### config.mk
export PLATFORM = sky130hd
export DESIGN_NAME = scc_run_ctrl
export DESIGN_NICKNAME = d
export VERILOG_FILES = /design/src/rtl/scc_run_ctrl.sv
export SDC_FILE = /design/constraint.sdc
export NUM_CORES = 1
export LEC_CHECK = 0
export BUFFER_PORTS_ARGS = -buffer_cell sky130_fd_sc_hd__buf_4
export CAP_MARGIN = 5
export CORE_MARGIN = 2
export CORE_UTILIZATION = 40
export DETAILED_ROUTE_END_ITERATION = 10
export MAX_ROUTING_LAYER = met4
export RECOVER_POWER = 50
export SLEW_MARGIN = 0
export SYNTH_ARGS = -nofsm -noshare
export SYNTH_HDL_FRONTEND = slang
export SYNTH_SLANG_ARGS = --single-unit
### constraint.sdc
create_clock -name clk -period 4.2 [get_ports clk]
set_input_delay 0.84 -clock clk [delete_from_list [all_inputs] [get_ports clk]]
set_output_delay 0.84 -clock clk [all_outputs]
set_load 0.1 [all_outputs]
### src/rtl/scc_run_ctrl.sv
// Run controller for the SCC core: sequences core reset, gates the core clock
// enable, captures halt/watchdog termination and latches error flags per run.
module scc_run_ctrl #(
    parameter int RST_CYCLES   = 3,
    parameter int DRAIN_CYCLES = 1,
    parameter int CNT_W        = 32
) (
    input  logic             clk,
    input  logic             rst,
    input  logic             start,
    input  logic             abort,
    input  logic [CNT_W-1:0] wdog_limit,
    input  logic             halt_f,
    input  logic [1:0]       err_bits,
    output logic             core_rst,
    output logic             core_clk_en,
    output logic             busy,
    output logic             done,
    output logic [1:0]       status,
    output logic [1:0]       err_latched,
    output logic [CNT_W-1:0] cycle_count
);

    typedef enum logic [2:0] {
        S_IDLE  = 3'd0,
        S_RESET = 3'd1,
        S_RUN   = 3'd2,
        S_DRAIN = 3'd3,
        S_DONE  = 3'd4
    } state_t;

    localparam logic [1:0] ST_NONE  = 2'b00;
    localparam logic [1:0] ST_CLEAN = 2'b01;
    localparam logic [1:0] ST_ERR   = 2'b10;
    localparam logic [1:0] ST_WDOG  = 2'b11;

    // One phase counter serves both the RESET hold and the DRAIN window.
    localparam int PH_MAX = (RST_CYCLES > DRAIN_CYCLES) ? RST_CYCLES : DRAIN_CYCLES;
    localparam int PH_W   = $clog2(PH_MAX + 1);
    localparam logic [PH_W-1:0] RST_LAST   = PH_W'(RST_CYCLES - 1);
    localparam logic [PH_W-1:0] DRAIN_LAST = (DRAIN_CYCLES > 0) ? PH_W'(DRAIN_CYCLES - 1) : '0;

    state_t            state, nxt;
    logic [PH_W-1:0]   ph_cnt;
    logic [CNT_W-1:0]  wdog_q;
    logic [CNT_W-1:0]  cnt_inc;
    logic [1:0]        err_acc;
    logic              wdog_hit;

    assign cnt_inc  = (&cycle_count) ? cycle_count : cycle_count + CNT_W'(1);
    assign wdog_hit = (wdog_q != '0) && (cnt_inc == wdog_q);
    assign err_acc  = err_latched | err_bits;

    always_comb begin
        nxt = state;
        case (state)
            S_IDLE:  if (start && !abort) nxt = S_RESET;
            S_RESET: begin
                if (abort)                 nxt = S_IDLE;
                else if (ph_cnt == RST_LAST) nxt = S_RUN;
            end
            S_RUN: begin
                if (abort)       nxt = S_IDLE;
                else if (halt_f) nxt = (DRAIN_CYCLES == 0) ? S_DONE : S_DRAIN;
                else if (wdog_hit) nxt = S_DONE;
            end
            S_DRAIN: begin
                if (abort)                     nxt = S_IDLE;
                else if (ph_cnt == DRAIN_LAST) nxt = S_DONE;
            end
            S_DONE: begin
                if (abort)      nxt = S_IDLE;
                else if (start) nxt = S_RESET;
            end
            default: nxt = S_IDLE;
        endcase
    end

    always_ff @(posedge clk or negedge rst) begin
        if (!rst) begin
            state       <= S_IDLE;
            ph_cnt      <= '0;
            wdog_q      <= '0;
            core_rst    <= 1'b1;
            core_clk_en <= 1'b0;
            busy        <= 1'b0;
            done        <= 1'b0;
            status      <= ST_NONE;
            err_latched <= 2'b00;
            cycle_count <= '0;
        end else begin
            state       <= nxt;
            ph_cnt      <= (nxt != state) ? '0 : ph_cnt + PH_W'(1);
            // Outputs decoded from the next state so they line up with it.
            core_rst    <= (nxt == S_IDLE) || (nxt == S_RESET);
            core_clk_en <= (nxt == S_RESET) || (nxt == S_RUN) || (nxt == S_DRAIN);
            busy        <= (nxt == S_RESET) || (nxt == S_RUN) || (nxt == S_DRAIN);
            done        <= (nxt == S_DONE);

            case (state)
                S_IDLE, S_DONE: begin
                    if (nxt == S_RESET) begin
                        cycle_count <= '0;
                        err_latched <= 2'b00;
                        status      <= ST_NONE;
                        wdog_q      <= wdog_limit;
                    end else if (nxt == S_IDLE) begin
                        status      <= ST_NONE;
                    end
                end
                S_RESET, S_RUN, S_DRAIN: begin
                    err_latched <= err_acc;
                    if (state == S_RUN)
                        cycle_count <= cnt_inc;
                    if (nxt == S_IDLE)
                        status <= ST_NONE;
                    else if (nxt == S_DONE) begin
                        // Watchdog is the only RUN->DONE exit without halt.
                        if (state == S_RUN && !halt_f) status <= ST_WDOG;
                        else status <= (err_acc != 2'b00) ? ST_ERR : ST_CLEAN;
                    end
                end
                default: ;
            endcase
        end
    end

endmodule

* After elaboration in Yosys (flattened, before gate mapping)
Index checks and enable logic that the tools add are counted.
Storage, ports and cells: register bits 76, latch bits 0, bits in writable memories 0, ROM bits 0, bits of input ports 39, logic and storage cells 73, memories 0
Cells by class: add/subtract/negate cells 2, multipliers 0, div/mod/pow operators 0, $lt $le $gt $ge 0, equal/unequal tests 15, shifts and indexed selects 0, mux-type cells 25, bitwise operators 1, reduce and logical (&&, ||, !) cells 21
Operators with widths (number):
- 32-bit two-way mux | 3
- 32-bit one-hot mux with 2 select lines | 1
- 32-bit by 1-bit adder with 32-bit output, second input constant | 1
- 32-bit == test | 1
- 32-bit AND reduction | 1
- 32-bit nonzero test | 1
- 3-bit two-way mux | 10
- 2-bit two-way mux | 8
- 3-bit one-hot mux with 5 select lines | 1
- 3-bit by 2-bit == test with 1-bit output, second input constant | 4
- 2-bit one-hot mux with 2 select lines | 2
- 3-bit by 1-bit == test with 1-bit output, second input constant | 2
- 3-bit == test, second input constant | 2
- 3-bit zero test | 2
- 3-bit inequality test, second input constant | 2
- 3-bit AND reduction | 2
- 2-bit inequality test, second input constant | 2
- 2-bit AND reduction | 2
- 2-bit nonzero test | 2
- 1-bit logical AND | 3
- 1-bit logical OR | 3
- 3-bit inequality test | 1
- 3-bit OR reduction | 1
- 2-bit by 1-bit adder with 2-bit output, second input constant | 1
- 5 further kinds | 6

* Longest topological paths before layout
Gate-level depths: netlist of run 1.
depth in word-level cells 12, depth in mapped cells 14, gate-level depth less buffers 11

* Worst setup path after synthesis of run 1
OpenSTA, ideal clock, no wires.
kind register to register, start reg cycle_count[1], end reg status[0], arrival time 4087 ps, setup slack 2 ps, cell stages (with the launch flop) 13, period minus slack after synthesis 4198 ps, cell sequence dfrtp_1 -> ha_1 -> buf_2 -> and4_1 -> buf_4 -> nand3_4 -> or4_1 -> buf_2 -> or4_4 -> a2111oi_2 -> and4b_1 -> a211oi_1 -> o41ai_1
On the way: word-level cells in the longest chain between the ends 11, elaborated cells between the ends (all ways) 18
Ends and longest elaborated chain:
- from (decl) | RTL line 21 | output logic [CNT_W-1:0] cycle_count
- from (signal assigned) | RTL line 114 | cycle_count <= cnt_inc;
- 32-bit by 1-bit adder with 32-bit output or 32-bit AND reduction (tied branches) | RTL line 50 | assign cnt_inc = (&cycle_count) ? cycle_count : cycle_count + CNT_W'(1);
- 32-bit two-way mux * | RTL line 50
- 32-bit == test * | RTL line 51 | assign wdog_hit = (wdog_q != '0) && (cnt_inc == wdog_q);
- 1-bit logical AND * | RTL line 51
- 3-bit two-way mux * | RTL line 65 | else if (wdog_hit) nxt = S_DONE;
- 3-bit two-way mux * | RTL line 64 | else if (halt_f) nxt = (DRAIN_CYCLES == 0) ? S_DONE : S_DRAIN;
- 3-bit two-way mux * | RTL line 63 | if (abort) nxt = S_IDLE;
- 3-bit one-hot mux with 5 select lines * | RTL line 56 | case (state)
- 3-bit == test (tied with other cells) | RTL line 117 | else if (nxt == S_DONE) begin
- 3-bit inequality test (no line) (tied with other cells)
- 3-bit AND reduction (no line) or 2-bit one-hot mux with 2 select lines (tied branches)
- to (signal assigned) | RTL line 120 | else status <= (err_acc != 2'b00) ? ST_ERR : ST_CLEAN;
- to (decl) | RTL line 19 | output logic [1:0] status,
Every way passes the cells marked *; elsewhere a longest branch is shown, timed or not. A chain may end at the register's enable or synchronous reset.

* Worst setup path in the final report of run 1
Same ends and word-level chain as after synthesis.

==> results of run 1 <==
==> flip-flops by register name, summed over array words and instances, names as in the netlist <==
signal       cells
busy             1
core_rst         1
cycle_count     32
done             1
err_latched      2
ph_cnt           2
state            3
status           2
wdog_q          32
==> power by group through the flow <==
stage | sequential (W) | clock [W] | combinational, W
floorplan | 0.00141 | 0 | 0.000870
CTS | 0.00126 | 0.000849 | 0.00157
global route | 0.00130 | 0.000876 | 0.00169
finish | 0.00127 | 0.000831 | 0.00156
global placement | 0.00127 | 0 | 0.00156
detailed placement | 0.00128 | 0 | 0.00157
==> layer usage <==
metal  global-route usage [%]  vias up  routed length [um]
met3                     4.20       57                1640
met2                     45.1      295                8980
met5                        -        -                   0
met4                     13.3        0                 822
li1                         -     2570                   -
met1                     43.5     2726                9200
==> stage by stage <==
stage / instances / area, um^2 / hold WS, ns
after global placement: 897 / 6050 / 0.504
final: 913 / 6290 / 0.513
after detailed placement: 897 / 6050 / 0.492
after CTS: 913 / 6360 / 0.520
after global routing: 913 / 6290 / 0.545
after floorplan: 666 / 5240 / 0.488
==> cell families after synthesis <==
group | synth area share (%)
simple gates | 30.7
buf+inv | 4.84
compound gates | 19.5
fa+ha+maj | 0.716
mux | 1.41
xor+xnor | 6.52
flops | 36.3
==> cell type report <==
cell class | instances | area (um^2) | share of cell area (%)
well taps | 172 | 215 | 3.42
clock buffers | 10 | 239 | 3.80
flip-flops and latches | 76 | 1900 | 30.3
clock inverters | 6 | 71.3 | 1.13
multi-input cells | 530 | 3090 | 49.1
inverters | 13 | 48.8 | 0.776
repair buffers | 106 | 722 | 11.5
==> cell usage after synthesis (all sizes together), types with 5 or more instances <==
master,instances,area [um^2]
nor2,38,143
a21oi,26,130
nor3,16,80.1
nor2b,8,50.1
nor4,28,188
buf,14,77.6
a21o,5,37.5
o2111ai,7,61.3
or2,5,31.3
nand4,21,131
a211oi,6,45.0
o21ai,55,279
and3,15,93.8
o31ai,9,67.6
dfrtp,75,1880
inv,13,48.8
nand3,28,158
nand2,132,495
o211ai,8,60.1
a31oi,14,87.6
xor2,16,140
xnor2,23,201
and2,6,37.5
o41ai,8,70.1
clkbuf,33,128
or4,9,71.3
==> worst max-delay path: stages, from the launching register on <==
cell	delay, ns
dfrtp_1	0.49
ha_1	0.37
and4_1	0.32
nand3_4	0.18
or4_1	0.76
or4_4	0.60
a2111oi_2	0.36
and4b_1	0.29
a211oi_1	0.12
o41ai_1	0.38
==> cells in the final DEF (no fill, tap or decap), types with 3 or more instances in the layout <==
cell type and n:
ha_1 3, xnor2_1 23, o22ai_1 4, nor2_1 38
or3_1 3, nand2b_1 3, and4_1 4, dfrtp_1 75
buf_4 86, a21o_1 5, inv_1 13, o211ai_1 8
nand4_1 21, nor3_1 15, a21oi_1 26, a31oi_1 14
and2_1 5, nand2_1 132, or2_2 4, and3_1 15
mux2i_1 4, xor2_1 16, nor4_1 26, or4_1 8
o2111ai_1 7, clkbuf_1 19, nor2b_1 8, o41ai_1 8
nand3_1 26, clkbuf_16 9, o21ai_0 54, a211oi_1 6
o31ai_1 9
==> how the worst max path moves through the flow <==
stage                   startpoint         to  slack, ns
global route        cycle_count[1]  status[0]      0.008
floorplan           cycle_count[1]  status[0]      0.002
finish              cycle_count[1]  status[0]       0.22
CTS                 cycle_count[0]  status[0]       0.27
detailed placement  cycle_count[1]  status[0]       0.27
global placement    cycle_count[0]  status[0]       0.42
==> flow_metrics.env, run 1 <==
export IMPL_outcome="complete, but fails checks"
export IMPL_violations="capacitance limit, slew limit"
export IMPL_coreArea_mm2=0.0127
export IMPL_fin_tns_setup_ns=0
export IMPL_async_flop_share_pct=100
export IMPL_portBuffers=78
export IMPL_required_ns=4.44
export IMPL_cts_sinks=76
export IMPL_power_density_mw_per_mm2=582
export IMPL_rows=41
export IMPL_synth_cell_types=64
export IMPL_crit_arrival_ns=4.22
export IMPL_setup_ws_ns=0.219
export IMPL_antenna_found_initial=0
export IMPL_crit_type="flip-flop to flip-flop"
export IMPL_via_per_inst=6.19
export IMPL_relSlewSlack_pct=-79.7
export IMPL_wirelength_mm=20.6
export IMPL_grt_overflow=0
export IMPL_fmax_mhz=251
export IMPL_dieWidth_um=118
export IMPL_io_pins=79
export IMPL_final_period_utilization_pct=94.8
export IMPL_postCtsSetupRepairBufs=0
export IMPL_ys_warnings_count=0
export IMPL_dieArea_mm2=0.0140
export IMPL_synth_area_mm2=0.00524
export IMPL_r2r_end="status[0]"
export IMPL_cts_resized=0
export IMPL_maxCapViolCount=1
export IMPL_hold_class="flip-flop to flip-flop"
export IMPL_power_leakage_nw=2.68
export IMPL_synthCells=666
export IMPL_hold_viol_final=0
export IMPL_crit_fanout=14
export IMPL_combPwrFrac_pct=42.5
export IMPL_clock_tree_root_cell="clkbuf_16"
export IMPL_drc=0
export IMPL_place_hpwl_mm=15.7
export IMPL_p_switching_w=0.00174
export IMPL_skew_ns=0.00904
export IMPL_grt_max_degree=47
export IMPL_ff2ff_path_depth=9
export IMPL_min_from="status[1]"
export IMPL_fill_cells=1278
export IMPL_synth_fp_nets=708
export IMPL_antenna_cells=0
export IMPL_grt_pass1_vias=5218
export IMPL_holdPathEnd="status[1]"
export IMPL_numCtsBuffers=9
export IMPL_drt_iter0_markers=656
export IMPL_drive_above_1_share_pct=16.2
export IMPL_synth_edff_count=0
export IMPL_rr_startpoint="cycle_count[1]"
export IMPL_synth_ff_type="dfrtp_1"
export IMPL_clk_latency_ns=0.36
export IMPL_worstSetupEndpointType="flip-flop"
export IMPL_maxSlewViolCount=47
export IMPL_ys_seq_area_share_pct=36.3
export IMPL_utilization_pct=49.4
export IMPL_grt_pass1_wl_mm=32.1
export IMPL_final_nets=778
export IMPL_antenna_left=0
export IMPL_p_clk_share_pct=22.7
export IMPL_peakVddDrop_uv=339
export IMPL_start_kind="flip-flop"
export IMPL_synth_seq_cells=76
export IMPL_seqPwrFrac_pct=34.8
export IMPL_start_util_pct=41.2
export IMPL_holdPathStages=2
export IMPL_setup_viol=0
export IMPL_die_h_um=118
export IMPL_cts_buffer_depth=2
export IMPL_num_vias=5648
export IMPL_cts_max_level=3
export IMPL_hold_buffers=0
export IMPL_place_ws_ns=0.273
export IMPL_cts_tree="built"
export IMPL_r2r_setup_slack_ns=0.22
export IMPL_clk_pin_slew_ns=0.06
export IMPL_avgSynthCellArea_um2=7.87
export IMPL_intPower_w=0.00192
export IMPL_firstDrtPassIters=5
export IMPL_avgRoutedWirePerCell_um=22.6
export IMPL_totalPowerFinal_w=0.00366
export IMPL_p_sw_share_pct=47.6
export IMPL_grt_setup_unrepaired="false"
export IMPL_worstMarginPinSlew_ns=2.70
export IMPL_area_growth_pct=20.0
export IMPL_period_minus_slack_ns=3.98
export IMPL_place_gp_congestion=0.968
export IMPL_grt_total_usage_pct=31.1
(Power assumes the default switching activity.)
==> run 2: changes to the inputs <==
CORE_MARGIN = not set   (was 2)
==> flow_metrics.env, run 2 (synthesis results as in run 1) <==
export IMPL_power_leakage_nw=2.68
export IMPL_place_ws_ns=0.243
export IMPL_clock_tree_root_cell="clkbuf_16"
export IMPL_p_clk_share_pct=24.5
export IMPL_crit_fanout=14
export IMPL_grt_setup_unrepaired="false"
export IMPL_area_growth_pct=20.1
export IMPL_worstMarginPinSlew_ns=1.93
export IMPL_die_h_um=116
export IMPL_maxCapViolCount=1
export IMPL_drc=0
export IMPL_wirelength_mm=19.9
export IMPL_power_density_mw_per_mm2=590
export IMPL_dpl_cell_area_mm2=0.00602
export IMPL_p_switching_w=0.00170
export IMPL_drt_iter0_markers=515
export IMPL_period_minus_slack_ns=3.97
export IMPL_clk_pin_slew_ns=0.06
export IMPL_biggestRegsByFlops="cycle_count x32, wdog_q x32, state x3"
export IMPL_via_per_inst=6.11
export IMPL_setup_ws_ns=0.229
export IMPL_final_nets=774
export IMPL_grt_pass1_vias=5078
export IMPL_grt_max_degree=77
export IMPL_crit_arrival_ns=4.19
export IMPL_maxSlewViolCount=77
export IMPL_coreArea_mm2=0.0127
export IMPL_io_pins=79
export IMPL_numCtsBuffers=9
export IMPL_antenna_left=0
export IMPL_hold_viol_final=0
export IMPL_cts_max_level=3
export IMPL_p_sw_share_pct=45.6
export IMPL_skew_ns=0.0115
export IMPL_totalPowerFinal_w=0.00372
export IMPL_required_ns=4.42
export IMPL_grt_pass1_wl_mm=30.3
export IMPL_utilization_pct=49.5
export IMPL_num_vias=5554
export IMPL_finalInstanceArea_mm2=0.00630
export IMPL_combPwrFrac_pct=41.1
export IMPL_avgRoutedWirePerCell_um=21.9
export IMPL_final_period_utilization_pct=94.6
export IMPL_fin_tns_setup_ns=0
export IMPL_postCtsSetupRepairBufs=0
export IMPL_drive_above_1_share_pct=15.7
export IMPL_outcome="complete, but fails checks"
export IMPL_hold_class="flip-flop to flip-flop"
export IMPL_peakVddDrop_uv=347
export IMPL_worstSetupEndpointType="flip-flop"
export IMPL_hold_buffers=0
export IMPL_seqPwrFrac_pct=34.4
export IMPL_grt_total_usage_pct=31.7
export IMPL_portBuffers=78
export IMPL_fmax_mhz=252
export IMPL_intPower_w=0.00202
export IMPL_rows=41
export IMPL_dieWidth_um=116
export IMPL_final_cell_mix="132 x nand2_1, 82 x buf_4, 75 x dfrtp_1"
export IMPL_clk_latency_ns=0.35
export IMPL_crit_type="flip-flop to flip-flop"
export IMPL_setup_viol=0
export IMPL_place_gp_congestion=1.00
export IMPL_dieArea_mm2=0.0136
export IMPL_relSlewSlack_pct=-28.8
export IMPL_antenna_found_initial=0
export IMPL_start_util_pct=41.2
export IMPL_place_hpwl_mm=15.1
export IMPL_cts_sinks=76
export IMPL_cts_tree="built"
export IMPL_grt_overflow=0
export IMPL_violations="capacitance limit, slew limit"
export IMPL_final_common_cell="nand2_1"
export IMPL_antenna_cells=0
export IMPL_firstDrtPassIters=5
export IMPL_cts_resized=0
export IMPL_cts_buffer_depth=2
export IMPL_start_kind="flip-flop"
run 2: worst paths after layout:
path / endpoint / slack (ns) / from / cells past startpoint
worst max-delay path: status[1] / 0.23 / cycle_count[0] / 9
worst min-delay path: err_latched[1] / 0.52 / err_latched[1] / 2
worst max register to register: status[1] / 0.23 / cycle_count[0] / 9
worst min register to register: err_latched[1] / 0.52 / err_latched[1] / 2
max in group asynchronous: state[2] / 2.02 / rst / 1
min in group asynchronous: cycle_count[15] / 1.01 / rst / 1
run 2: layout make-up:
class                   instances  area (um^2)
fillers                      1343         6420
multi-input cells             530         3090
flip-flops and latches         76         1900
repair buffers                102          692
clock buffers                   9          225
well taps                     172          215
clock inverters                 7          123
inverters                      13         48.8
run 2: critical path, stage by stage (launching register included):
cell	delay [ns]
dfrtp_1	0.48
ha_1	0.38
and4_1	0.32
nand3_4	0.18
or4_1	0.73
or4_4	0.60
a2111oi_2	0.36
and4b_1	0.28
a211oi_1	0.12
o41ai_1	0.40
run 2: power groups by stage:
stage	registers [W]	clock network (W)	logic, W
2_1_floorplan	0.00141	0	0.000870
3_3_place_gp	0.00127	0	0.00153
3_5_place_dp	0.00128	0	0.00153
4_1_cts	0.00127	0.000933	0.00154
5_1_grt	0.00130	0.000963	0.00165
6_report	0.00128	0.000913	0.00153
run 2: metrics by stage:
| stage | instances | hold slack (ns) |
|---|---|---|
| finish | 909 | 0.523 |
| global route | 909 | 0.534 |
| CTS | 909 | 0.524 |
| detailed placement | 893 | 0.508 |
| global placement | 893 | 0.493 |
| floorplan | 666 | 0.488 |
run 2: routing by layer:
layer  vias to the layer above  GRT usage (%)  wire length [um]
met1                      2675           44.9              9140
met5                         -              -                 0
met4                         0           12.8               590
met2                       271           44.9              8710
li1                       2572              -                 -
met3                        36           4.83              1430
==> run 3: changes to the inputs <==
MAX_ROUTING_LAYER = not set   (was met4)
==> flow_metrics.env, run 3 (synthesis results as in run 1) <==
export IMPL_cts_buffer_depth=2
export IMPL_antenna_left=0
export IMPL_peakVddDrop_uv=328
export IMPL_place_hpwl_mm=15.2
export IMPL_final_common_cell="nand2_1"
export IMPL_r2r_end="status[0]"
export IMPL_maxSlewViolCount=77
export IMPL_cts_tree="built"
export IMPL_clk_latency_ns=0.35
export IMPL_antenna_found_initial=0
export IMPL_violations="capacitance limit, slew limit"
export IMPL_cts_max_level=3
export IMPL_rr_startpoint="cycle_count[1]"
export IMPL_holdWs_ns=0.514
export IMPL_worstSetupEndpointType="flip-flop"
export IMPL_drt_iter0_markers=512
export IMPL_grt_pass1_wl_mm=30.4
export IMPL_setup_viol=0
export IMPL_antenna_cells=0
export IMPL_portBuffers=78
export IMPL_firstDrtPassIters=5
export IMPL_dpl_cell_area_mm2=0.00602
export IMPL_dieWidth_um=116
export IMPL_hold_viol_final=0
export IMPL_num_vias=5559
export IMPL_cts_sinks=76
export IMPL_endpoint="status[0]"
export IMPL_hold_buffers=0
export IMPL_crit_type="flip-flop to flip-flop"
export IMPL_dieArea_mm2=0.0136
export IMPL_skew_ns=0.00790
export IMPL_biggestRegsByFlops="cycle_count x32, wdog_q x32, state x3"
export IMPL_fin_cells=908
export IMPL_ff2ff_path_depth=9
export IMPL_final_period_utilization_pct=94.2
export IMPL_relSlewSlack_pct=-27.7
export IMPL_avgRoutedWirePerCell_um=22.1
export IMPL_grt_pass1_vias=5035
export IMPL_clock_tree_root_cell="clkbuf_16"
export IMPL_place_ws_ns=0.280
export IMPL_fin_tns_setup_ns=0
export IMPL_power_density_mw_per_mm2=578
export IMPL_fill_cells=1346
export IMPL_grt_total_usage_pct=31.0
export IMPL_grt_overflow=0
export IMPL_numCtsBuffers=9
export IMPL_period_minus_slack_ns=3.96
export IMPL_setup_ws_ns=0.244
export IMPL_maxCapViolCount=1
export IMPL_area_growth_pct=19.0
export IMPL_wirelength_mm=20.0
export IMPL_cts_resized=0
export IMPL_die_h_um=116
export IMPL_hold_class="flip-flop to flip-flop"
export IMPL_required_ns=4.44
export IMPL_start_kind="flip-flop"
export IMPL_outcome="complete, but fails checks"
export IMPL_drc=0
export IMPL_place_gp_congestion=0.927
export IMPL_coreArea_mm2=0.0127
export IMPL_final_nets=774
export IMPL_place_inst=893
export IMPL_fmax_mhz=253
export IMPL_postCtsSetupRepairBufs=0
export IMPL_startpoint="cycle_count[1]"
export IMPL_start_util_pct=41.2
export IMPL_finalInstanceArea_mm2=0.00624
export IMPL_via_per_inst=6.12
export IMPL_grt_max_degree=77
export IMPL_io_pins=79
export IMPL_final_cell_mix="132 x nand2_1, 82 x buf_4, 75 x dfrtp_1"
export IMPL_worstMarginPinSlew_ns=1.92
export IMPL_grt_setup_unrepaired="false"
export IMPL_clk_pin_slew_ns=0.06
export IMPL_drive_above_1_share_pct=15.6
export IMPL_crit_arrival_ns=4.20
export IMPL_crit_fanout=14
export IMPL_rows=41
export IMPL_r2r_setup_slack_ns=0.24
export IMPL_power_leakage_nw=2.66
run 3: critical path: stages, from the launching register on:
cell       delay [ns]
dfrtp_1          0.48
ha_1             0.38
and4_1           0.33
nand3_4          0.19
or4_1            0.74
or4_4            0.59
a2111oi_2        0.37
and4b_1          0.29
a211oi_1         0.11
o41ai_1          0.37
run 3: through the flow:
| step | utilization (%) | power (W) |
|---|---|---|
| after floorplan | - | 0.00228 |
| after global routing | 49.0 | 0.00380 |
| final | 49.0 | 0.00360 |
| after detailed placement | 47.3 | 0.00283 |
| after global placement | 47.3 | 0.00282 |
| after CTS | 49.6 | 0.00363 |
run 3: worst min path at each step:
stage,from,endpoint,cells after the start
final,status[1],status[1],2
after global placement,status[0],status[0],2
after CTS,status[1],status[1],2
after detailed placement,status[1],status[1],2
after global routing,status[1],status[1],2
after floorplan,wdog_q[0],wdog_q[0],2
run 3: area by class of cell:
cell class                 count  area (um^2)  share of cell area, %
clock inverter                 6         65.1                   1.04
sequential                    76         1900                   30.5
multi-input combinational    530         3090                   49.5
timing repair buffer         102          692                   11.1
tap                          172          215                   3.45
inverter                      13         48.8                  0.782
clock buffer                   9          225                   3.61
run 3: metal layers:
layer / track usage (%) / up-vias / share of wire [%]
met4: 12.6 / 0 / 2.8
met2: 46.1 / 282 / 44
li1: - / 2557 / -
met1: 45.0 / 2679 / 46
met5: 0 / - / 0
met3: 4.31 / 41 / 7.3
run 3: report_power, final:
group / internal, W / total, W / leakage, nW / switching, W
clock network: 0.000458 / 0.000784 / 0.142 / 0.000327
registers: 0.000939 / 0.00128 / 0.995 / 0.000340
logic: 0.000498 / 0.00154 / 1.52 / 0.00104
